==> src/rtl/adder_bist_pkg.sv <==
// Shared constants and FSM state encoding for the 8-bit adder BIST checker.
package adder_bist_pkg;

  localparam int WIDTH       = 8;
  localparam int LFSR_W      = 17;
  // Fibonacci taps for x^17 + x^14 + 1 (zero-based bit positions).
  localparam int LFSR_TAP_HI = 16;
  localparam int LFSR_TAP_LO = 13;
  localparam int MISR_W      = 16;
  // x^16 + x^12 + x^5 + 1, the x^16 term being implicit in the shift.
  localparam logic [MISR_W-1:0] MISR_POLY = 16'h1021;

  typedef enum logic [2:0] {
    IDLE,
    DRIVE,
    WAIT,
    CHECK,
    DONE
  } state_t;

endpackage

==> src/rtl/lfsr17.sv <==
// 17-bit Fibonacci LFSR pattern generator; a zero seed falls back to 17'h00001.
module lfsr17
  import adder_bist_pkg::*;
#(
  parameter logic [LFSR_W-1:0] SEED = 17'h00001
) (
  input  logic              clk,
  input  logic              rst,
  input  logic              load,
  input  logic              step,
  output logic [LFSR_W-1:0] value
);

  localparam logic [LFSR_W-1:0] SEED_EFF = (SEED == '0) ? 17'h00001 : SEED;

  always_ff @(posedge clk) begin
    if (rst || load) begin
      value <= SEED_EFF;
    end else if (step) begin
      value <= {value[LFSR_W-2:0], value[LFSR_TAP_HI] ^ value[LFSR_TAP_LO]};
    end
  end

endmodule

==> config.mk <==
export PLATFORM = sky130hd
export DESIGN_NAME = lfsr17
export DESIGN_NICKNAME = d
export VERILOG_FILES = /design/src/rtl/adder_bist_pkg.sv /design/src/rtl/lfsr17.sv
export SDC_FILE = /design/constraint.sdc
export NUM_CORES = 1
export LEC_CHECK = 0
export CORE_AREA = 2 2 41 43
export DETAILED_ROUTE_END_ITERATION = 8
export DIE_AREA = 0 0 43 45
export PLACE_DENSITY_LB_ADDON = 0.12
export SLEW_MARGIN = 20
export SYNTH_ARGS = -nofsm -noshare
export SYNTH_HDL_FRONTEND = slang
export SYNTH_SLANG_ARGS = --single-unit
==> constraint.sdc <==
create_clock -name clk -period 1.5 [get_ports clk]
set_clock_uncertainty 0.05 [all_clocks]
set_input_delay 0.45 -clock clk [delete_from_list [all_inputs] [get_ports clk]]
set_output_delay 0.45 -clock clk [all_outputs]
set_load 0.01 [all_outputs]
### After elaboration in Yosys (flattened, before gate mapping)

Index checks and enable logic that the tools add are counted.

* input port bits: 4
* output and inout bits: 17
* bits in registers: 17
* word-level logic and storage cells: 3

* reduce and logical (&&, ||, !) cells: 1
* bitwise operators: 1

Operators by type and width (count)
* $logic_or A1 B1 Y1: 1
* $xor A1 B1 Y1: 1

### Longest topological paths before layout

* depth after elaboration: 1
* gate-level depth with buffers: 4
* gate-level depth less buffers: 2

### Worst setup path before layout

Ideal clock, no wire load.

* path type: input -> register
* start point: in step
* end point: reg value[10]
* setup time: 114 ps
* arrival: 993 ps
* stages on the path: 4
* path slack: 343 ps
* path buffers: 2
* data required time: 1336 ps
* cell sequence: buf_4 -> buf_6 -> mux2i_1 -> nor2_1

RTL lines
* start: declaration: RTL line lfsr17.sv:10 `input logic step,`
* end signal: assignment: RTL line lfsr17.sv:20 `value <= {value[LFSR_W-2:0], value[LFSR_TAP_HI] ^ value[LFSR_TAP_LO]};`
* end: declaration: RTL line lfsr17.sv:11 `output logic [LFSR_W-1:0] value`

### Worst setup path after layout

* start point: reg value[8]
* end point: out value[8]

No word-level cell between the ends.

==> flow_summary.json <==
{
  "track_usage_pct": 12.6,
  "die_area_um2": 1940,
  "yosys.area.top_type": "dfxtp_1",
  "grt.overflow.total": 0,
  "drv_slew": 0,
  "hold_viol": 0,
  "r2r-start": "value[13]$_SDFFE_PP0P_",
  "postSynthCellCount": 58,
  "path_depth": 1,
  "syn_nets": 62,
  "p_total_uw": 742,
  "cp-start-kind": "flop",
  "die_h_um": 45,
  "power_leakage_nw": 0.439,
  "cts_root_buf": "clkbuf_4",
  "start_util_pct": 43.5,
  "r2r_cells": 3,
  "htree_levels": 1,
  "worst_slew_pin_slew_ps": 229,
  "avgSynthCellArea_um2": 11.0,
  "ys_seq_area_share_pct": 53.2,
  "synth_xor_area_share_pct": 1.37,
  "io_pins": 21,
  "r2r_slack_ps": 660,
  "peakVddDrop_mv": 0.557,
  "synthAdderAreaFrac_pct": 0,
  "largest_register_ffs": 17,
  "synth_cell_types": 11,
  "synth_area_um2": 639,
  "fmax_mhz": 699,
  "vias": 482,
  "io_buffer_count": 20,
  "antenna_cells": 0,
  "largest_register": "value",
  "drt_iter0_drc": 2,
  "drive_above_1_share_pct": 12.9,
  "cp_slowest_cell": "dfxtp_1",
  "wl_per_cell_um": 10.8,
  "clock-sinks": 17,
  "synthTopCellsByArea": "dfxtp_1, mux2i_1, nor2_1, buf_6, buf_8",
  "synth_simple_gate_area_share_pct": 12.3,
  "finalSetupViolCount": 0,
  "area_growth_pct": 36.4,
  "crit_path_end_kind": "output pin",
  "drt-total-wl_mm": 1.09,
  "cp_max_fo": 3,
  "post-route-min-period_ps": 1430,
  "cp_top_family": "flip-flops",
  "crit_required_ps": 1000,
  "vias_per_cell": 4.77,
  "cts_buffers": 3,
  "ant_nets": 0,
  "grt_max_degree": 10,
  "status": "complete, no violations",
  "path_cells": "dlygate4sd2_1",
  "startpoint": "value[8]$_SDFFE_PP0P_",
  "layout_common_cells": "dlygate4sd2_1, dfxtp_1, mux2i_1, nor2_1, buf_4",
  "drtPass1Iterations": 3,
  "slowest_delay_ps": 370,
  "drc": 0,
  "dp_hpwl_um": 818,
  "crit_path_end": "value[8]",
  "synth_top_area_share_pct": 53.2,
  "synth_compound_area_share_pct": 0.978,
  "critPathBufInv": 1,
  "nFillCells": 148,
  "worst_hold_slack_ps": 470,
  "synth_top_family_by_area": "multiplexers",
  "grt_antenna_before_repair": 0,
  "final_core_util_pct": 59.3,
  "final_nets": 90,
  "grt_pass1_vias": 428,
  "ys_seq_elements": 17,
  "max-slew-margin-rel_pct": 84.6,
  "core_um2": 1470,
  "clock_path_buffers": 2,
  "period_share_pct": 95.4,
  "clk_pin_slew_ps": 90,
  "min_path_type": "flop to flop",
  "routabilityCongestion": 0.668,
  "worst-setup-path-type": "flop to output pin",
  "clkLatencyLatePin_ps": 280,
  "timing.rr.end": "value[0]$_SDFFE_PP1P_",
  "grt_pass1_wl_mm": 1.79,
  "tritoncts": "done",
  "synthMuxAreaShare_pct": 25.0,
  "power.density_nw_per_um2": 851,
  "rsz0062_at_grt": "false",
  "cp.arrival_ps": 930,
  "maxCapViolations": 0,
  "reg_top3": "value x17",
  "postCtsSetupBuffers": 0,
  "yosysWarningCount": 0,
  "num_rows": 14,
  "fp.dieW_um": 43
}
-- layer usage --
metal  track usage, %  vias to the layer above  share of wire, %
met2             17.9                       13                41
met3             3.20                        2               6.6
met1             16.5                      221                51
met5                0                        -                 0
met4             9.09                        0              0.83
li1                 -                      246                 -
-- synth_stat cells, drive strengths merged --
cell type and instances:
mux2i 16, a31oi 1, xnor2 1, nor2 17, or2 1, buf 4, dfxtp 17, nor4 1
-- worst min path at each step --
stage	startpoint	end	slack [ps]	cells past startpoint
detailed placement	value[1]$_SDFFE_PP0P_	value[2]$_SDFFE_PP0P_	460	2
floorplan	value[14]$_SDFFE_PP0P_	value[14]$_SDFFE_PP0P_	490	2
global route	value[1]$_SDFFE_PP0P_	value[1]$_SDFFE_PP0P_	510	2
global placement	value[11]$_SDFFE_PP0P_	value[11]$_SDFFE_PP0P_	460	2
finish	value[1]$_SDFFE_PP0P_	value[2]$_SDFFE_PP0P_	470	2
CTS	value[1]$_SDFFE_PP0P_	value[2]$_SDFFE_PP0P_	480	2
-- cell families (layout without fill, tap and decap cells) --
group,Yosys count,in the layout
DFF,17,17
muxes,16,16
buffers and inverters,4,31
and+or+nand+nor,19,19
AOI/OAI and AO/OA,1,1
xor gates and xnor gates,1,1
-- report_power, final --
part	total, mW	internal, mW	switching (mW)
combinational	0.0566	0.0306	0.0260
clock	0.229	0.103	0.126
sequential	0.456	0.454	0.00193
-- timing repair --
action | CTS | global route
endpoints found under the setup margin | 17 | 0
resized for setup | 17 | 0
hold buffers | 0 | 0
-- through the flow --
step	TNS, ps	cell area [µm²]	cells	setup WS (ps)
after floorplan	0	639	58	343
after global placement	-701	867	97	-64.1
after detailed placement	-844	867	97	-97.0
after CTS	0	872	101	32.3
after global routing	0	872	101	13.1
final	0	872	101	68.5
-- layout make-up --
class | instances | area (µm²) | share of cell area, %
clock buffers | 4 | 26.3 | 3.01
multi-input cells | 37 | 254 | 29.1
flip-flops and latches | 17 | 340 | 39.0
well taps | 16 | 20.0 | 2.30
repair buffers | 27 | 231 | 26.5
No activity file was read; power rests on OpenSTA's default activity.
